===== config.mk =====
export PLATFORM = sky130hd
export DESIGN_NAME = vc_buffer_bank
export DESIGN_NICKNAME = d
export VERILOG_FILES = /design/src/rtl/noc_pkg.sv /design/src/rtl/vc_fifo.sv /design/src/rtl/vc_buffer_bank.sv
export SDC_FILE = /design/constraint.sdc
export NUM_CORES = 1
export LEC_CHECK = 0
export CORE_UTILIZATION = 50
export DETAILED_ROUTE_END_ITERATION = 6
export PLACE_DENSITY = 0.8
export SLEW_MARGIN = 20
export SYNTH_ARGS = -nofsm -noshare
export SYNTH_HDL_FRONTEND = slang
export SYNTH_HIERARCHICAL = 1
export SYNTH_SLANG_ARGS = --single-unit

===== constraint.sdc =====
create_clock -name clk -period 2.7 [get_ports clk]
set_input_delay 0.54 -clock clk [delete_from_list [all_inputs] [get_ports clk]]
set_output_delay 0.54 -clock clk [all_outputs]
set_load 0.005 [all_outputs]

===== src/rtl/noc_pkg.sv =====
// Shared NoC constants and a constant-safe ceiling-log2 helper.
package noc_pkg;

  localparam int FLIT_W_DEF = 8;
  localparam int DEST_W_DEF = 2;

  // Never returns less than 1, so that index/pointer vectors stay legal for tiny sizes.
  function automatic int clog2(input int value);
    int r;
    r = 0;
    while ((1 << r) < value) r++;
    return (r < 1) ? 1 : r;
  endfunction

endpackage


===== src/rtl/vc_fifo.sv =====
// Single-VC first-word-fall-through FIFO: a push is visible at the head one cycle later.
// The caller gates push with !full; a pop happens only on valid && pop_ready.
module vc_fifo
  import noc_pkg::*;
#(
  parameter  int FLIT_W = FLIT_W_DEF,
  parameter  int DEPTH  = 4,
  localparam int PTR_W  = clog2(DEPTH),
  localparam int CNT_W  = clog2(DEPTH + 1)
) (
  input  logic              clk,
  input  logic              rst,
  input  logic              push,
  input  logic [FLIT_W-1:0] push_flit,
  input  logic              pop_ready,
  output logic              valid,
  output logic [FLIT_W-1:0] head,
  output logic              full,
  output logic [CNT_W-1:0]  count
);

  logic [FLIT_W-1:0] mem [DEPTH];
  logic [PTR_W-1:0]  wr_ptr;
  logic [PTR_W-1:0]  rd_ptr;
  logic              wr_en;
  logic              rd_en;

  assign valid = (count != '0);
  assign full  = (count == CNT_W'(DEPTH));
  assign wr_en = push & ~full;
  assign rd_en = valid & pop_ready;
  // Gating by valid makes the head read 0 while empty, including straight out of reset.
  assign head  = valid ? mem[rd_ptr] : '0;

  always_ff @(posedge clk) begin
    if (wr_en) mem[wr_ptr] <= push_flit;
  end

  always_ff @(posedge clk or posedge rst) begin
    if (rst) begin
      wr_ptr <= '0;
      rd_ptr <= '0;
      count  <= '0;
    end else begin
      if (wr_en) wr_ptr <= wr_ptr + PTR_W'(1);
      if (rd_en) rd_ptr <= rd_ptr + PTR_W'(1);
      case ({wr_en, rd_en})
        2'b10:   count <= count + CNT_W'(1);
        2'b01:   count <= count - CNT_W'(1);
        default: count <= count;
      endcase
    end
  end

endmodule


===== src/rtl/vc_buffer_bank.sv =====
// Bank of NUM_VC independent FWFT flit FIFOs with one write port; one-cycle latency into an empty VC.
// in_ready depends only on the target VC being valid and not full; refused flits set sticky err_drop.
module vc_buffer_bank
  import noc_pkg::*;
#(
  parameter  int FLIT_W   = FLIT_W_DEF,
  parameter  int NUM_VC   = 2,
  parameter  int DEPTH    = 4,
  parameter  int DEST_W   = DEST_W_DEF,
  localparam int VC_IDX_W = clog2(NUM_VC),
  localparam int CNT_W    = clog2(DEPTH + 1)
) (
  input  logic                     clk,
  input  logic                     rst,
  input  logic                     in_valid,
  input  logic [VC_IDX_W-1:0]      in_vc,
  input  logic [FLIT_W-1:0]        in_flit,
  output logic                     in_ready,
  input  logic [NUM_VC-1:0]        out_ready,
  output logic [NUM_VC-1:0]        out_valid,
  output logic [NUM_VC*FLIT_W-1:0] out_flit,
  output logic [NUM_VC*DEST_W-1:0] out_dest,
  output logic [NUM_VC-1:0]        vc_full,
  output logic [NUM_VC*CNT_W-1:0]  vc_count,
  output logic                     err_drop
);

  logic vc_ok;
  logic sel_full;

  // With a power-of-two VC count every encodable index is a real VC.
  generate
    if (NUM_VC == (1 << VC_IDX_W)) begin : g_idx_full
      assign vc_ok = 1'b1;
    end else begin : g_idx_part
      assign vc_ok = (in_vc < VC_IDX_W'(NUM_VC));
    end
  endgenerate

  always_comb begin
    sel_full = 1'b0;
    for (int i = 0; i < NUM_VC; i++) begin
      if (in_vc == VC_IDX_W'(i)) sel_full = vc_full[i];
    end
  end

  assign in_ready = vc_ok & ~sel_full;

  generate
    for (genvar gi = 0; gi < NUM_VC; gi++) begin : g_vc
      vc_fifo #(
        .FLIT_W (FLIT_W),
        .DEPTH  (DEPTH)
      ) u_fifo (
        .clk       (clk),
        .rst       (rst),
        .push      (in_valid & in_ready & (in_vc == VC_IDX_W'(gi))),
        .push_flit (in_flit),
        .pop_ready (out_ready[gi]),
        .valid     (out_valid[gi]),
        .head      (out_flit[gi*FLIT_W +: FLIT_W]),
        .full      (vc_full[gi]),
        .count     (vc_count[gi*CNT_W +: CNT_W])
      );
      assign out_dest[gi*DEST_W +: DEST_W] = out_flit[gi*FLIT_W +: DEST_W];
    end
  endgenerate

  always_ff @(posedge clk or posedge rst) begin
    if (rst)                       err_drop <= 1'b0;
    else if (in_valid && !in_ready) err_drop <= 1'b1;
  end

endmodule


==> results.sh <==
export IMPL_postRouteWirelength_um=5509
export IMPL_rsz0062_at_grt="no"
export IMPL_critPathSlowestCell="sky130_fd_sc_hd__mux4_2"
export IMPL_setup_tns_final_ns=0
export IMPL_fin_nets=266
export IMPL_average_instance_area_after_synthesis_um2=17.94
export IMPL_post_cts_repair_setup_buffers=0
export IMPL_ioPinCount=46
export IMPL_routed_via_count=1698
export IMPL_grt_overflow_total=0
export IMPL_yosys_register_bits=79
export IMPL_regToRegStartpoint="g_vc[1].u_fifo/count[0]"
export IMPL_grt_pass1_wl_um=8880
export IMPL_ys_seq_area_share_pct=67.38
export IMPL_cts_reportedPaths_clkPinSlew_ns=0.07
export IMPL_remaining_drc_errors=4
export IMPL_cap_viol_max_count=0
export IMPL_layout_commonest_cell="sky130_fd_sc_hd__edfxtp_1"
export IMPL_tritoncts="yes"
export IMPL_via_count_of_the_first_global_routing_pass=1855
export IMPL_outcome="finished, violations left"
export IMPL_h_tree_depth=3
export IMPL_die_area_um2=7153
export IMPL_worstSetupEndpointType="output pin"
export IMPL_grtUsageTotal_pct=17.56
export IMPL_post_route_minimum_period_ns=2.592
export IMPL_fillerInstances=457
export IMPL_cp_slowest_stage_delay_ns=0.50
export IMPL_crit_type="flip-flop to output pin"
export IMPL_critical_path_max_fanout=8
export IMPL_period_share_pct=96.01
export IMPL_timing_worst_slew_pin_value_ns=0.4440
export IMPL_chipHeight_um=84.58
export IMPL_tritoncts_num_sinks=79
export IMPL_synth_edf_count=64
export IMPL_drt_first_pass_iters=7
export IMPL_holdCritPathClass="input pin to async pin"
export IMPL_synth_top_cell_by_area="sky130_fd_sc_hd__edfxtp_1"
export IMPL_largest_net_degree_at_the_start_of_global_routing=13
export IMPL_ys_warnings_count=6
export IMPL_initial_core_util_pct=52.79
export IMPL_clock_skew_final_ns=0.005758
export IMPL_family_with_the_most_delay_on_the_worst_path="buffers and inverters"
export IMPL_netlist_area_leader_share_pct=56.37
export IMPL_die_w_um=84.58
export IMPL_worst_skew_pair_late_latency_ns=0.33
export IMPL_ys_dominant_reg_cell="sky130_fd_sc_hd__edfxtp_1"
export IMPL_final_max_slew_violation_count=0
export IMPL_antenna_left=0
export IMPL_dp_final_hpwl_um=3841
export IMPL_critical_path_buf_inv_count=2
export IMPL_antenna_cells=0
export IMPL_worst_case_headroom_to_the_max_slew_limit_pct=70.40
export IMPL_critical_path_arrival_ns=2.05
export IMPL_final_report_hold_violation_count=0
export IMPL_worst_setup_path_start_kind="flip-flop"
export IMPL_number_of_failing_setup_endpoints_in_the_final_timing_report=0
export IMPL_ir_worst_vdd_uv=498.2
export IMPL_violated_checks="design-rule violations"
export IMPL_drt_first_iter_violations=64
export IMPL_worstSetupStartpoint="g_vc[1].u_fifo/rd_ptr[0]"
export IMPL_drive_gt1_share_pct=18.93
export IMPL_clock_tree_buffer_depth=2
export IMPL_ctsRootBufferMaster="sky130_fd_sc_hd__clkbuf_8"
export IMPL_postCtsResizedCells=0
export IMPL_powerDensity_nw_per_um2=1061
export IMPL_crit_path_cell_trace="buf_12 -> mux4_2 -> and2_1 -> clkdlybuf4s50_1"
export IMPL_num_cts_buffers=9
export IMPL_place_port_buffers=45
export IMPL_p_leak_nw=1.499
export IMPL_core_region_area_um2=6459
export IMPL_mostFrequentLayoutCells="sky130_fd_sc_hd__edfxtp_1, sky130_fd_sc_hd__clkdlybuf4s50_1, sky130_fd_sc_hd__and2_1"
export IMPL_ys_async_sr_fraction_pct=18.99
export IMPL_globalplace_congestion=0.6708
export IMPL_cts_hold_buffers_added=0
export IMPL_layout_area_overhead_vs_synth_pct=21.03
export IMPL_netlist_instances=190
export IMPL_viasPerCell=5.306
export IMPL_mappedNetlistNets=216
export IMPL_timing_critical_path_required_ns=2.16
export IMPL_number_of_antenna_violations_at_the_first_check_in_global_routing=0
export IMPL_yosys_cell_types_count=23
export IMPL_detail_route_wl_per_cell_um=17.22
export IMPL_final_util_pct=63.89
export IMPL_synth_cell_area_um2=3410
export IMPL_netlist_top_cells_area="sky130_fd_sc_hd__edfxtp_1, sky130_fd_sc_hd__dfrtp_1, sky130_fd_sc_hd__mux4_2"
export IMPL_fmax_mhz=385.8
export IMPL_row_count=29
final timing paths:
| path | end | slack (ns) | depth (start not counted) |
|---|---|---|---|
| worst min register to register | err_drop | 0.50 | 1 |
| max in group asynchronous | g_vc[1].u_fifo/count[2] | 2.00 | 2 |
| min in group clk | err_drop | 0.50 | 1 |
| worst min-delay path | err_drop | 0.39 | 2 |
| worst max register to register | g_vc[1].u_fifo/count[2] | 0.52 | 10 |
| worst max-delay path | out_flit[15] | 0.11 | 4 |
through the flow:
stage          instance area, um2  instances  total power [W]  hold WS, ns  setup WS [ns]
6_report                     4126        320         0.004377       0.3944         0.1077
5_1_grt                      4126        320         0.004654       0.3997        0.01749
4_1_cts                      4126        320         0.004456       0.3746        0.06524
3_5_place_dp                 3926        306         0.003546       0.4748         0.2354
3_3_place_gp                 3926        306         0.003475       0.4793         0.3096
2_1_floorplan                3410        190         0.002769       0.2687         0.5877
cells in the mapped netlist (3+ instances only):
master,instances
sky130_fd_sc_hd__and2_1,24
sky130_fd_sc_hd__buf_4,4
sky130_fd_sc_hd__buf_6,4
sky130_fd_sc_hd__dfrtp_1,15
sky130_fd_sc_hd__edfxtp_1,64
sky130_fd_sc_hd__ha_1,10
sky130_fd_sc_hd__inv_1,16
sky130_fd_sc_hd__mux2i_1,3
sky130_fd_sc_hd__mux4_2,16
sky130_fd_sc_hd__nor2_1,3
sky130_fd_sc_hd__xnor2_1,6
sky130_fd_sc_hd__xor2_1,6
power by group:
| group | total (W) | switching, W | leakage, nW | internal (W) |
|---|---|---|---|---|
| sequential | 0.00176 | 0.000206 | 0.753 | 0.00155 |
| combinational | 0.00173 | 0.000619 | 0.648 | 0.00111 |
| clock | 0.000891 | 0.000382 | 0.0982 | 0.000509 |
cell type report:
cell class | count | area [um2] | share of cell area (%)
multi-input cells | 85 | 967.2 | 23.44
repair buffers | 49 | 505.5 | 12.25
flip-flops and latches | 79 | 2297 | 55.67
clock inverters | 4 | 72.57 | 1.759
inverters | 16 | 60.06 | 1.455
well taps | 77 | 96.34 | 2.335
clock buffers | 10 | 127.6 | 3.093
cells by family (layout without fill, tap and decap cells):
group	count (synthesis)	in the layout	share of synthesized area, %
AOI/OAI and AO/OA	1	1	0.3303
xor gates and xnor gates	12	12	3.083
adders and majority gates	12	12	4.844
buffers and inverters	26	79	4.257
DFF	79	79	67.38
muxes	21	21	12.11
and+or+nand+nor	39	39	8.000
flip-flops by register name (all words and copies together), names as in the netlist:
name	cells
g_vc.u_fifo/mem	64
g_vc.u_fifo/count	6
g_vc.u_fifo/rd_ptr	4
g_vc.u_fifo/wr_ptr	4
err_drop	1
layer usage:
| layer | global-route usage, % | wire length, um | vias up |
|---|---|---|---|
| met5 | 0 | 0 | - |
| met4 | 11.40 | 68 | 0 |
| met3 | 3.933 | 305 | 8 |
| met2 | 28.97 | 2854 | 60 |
| met1 | 20.91 | 2281 | 848 |
| li1 | - | - | 782 |
(Power assumes the default switching activity.)
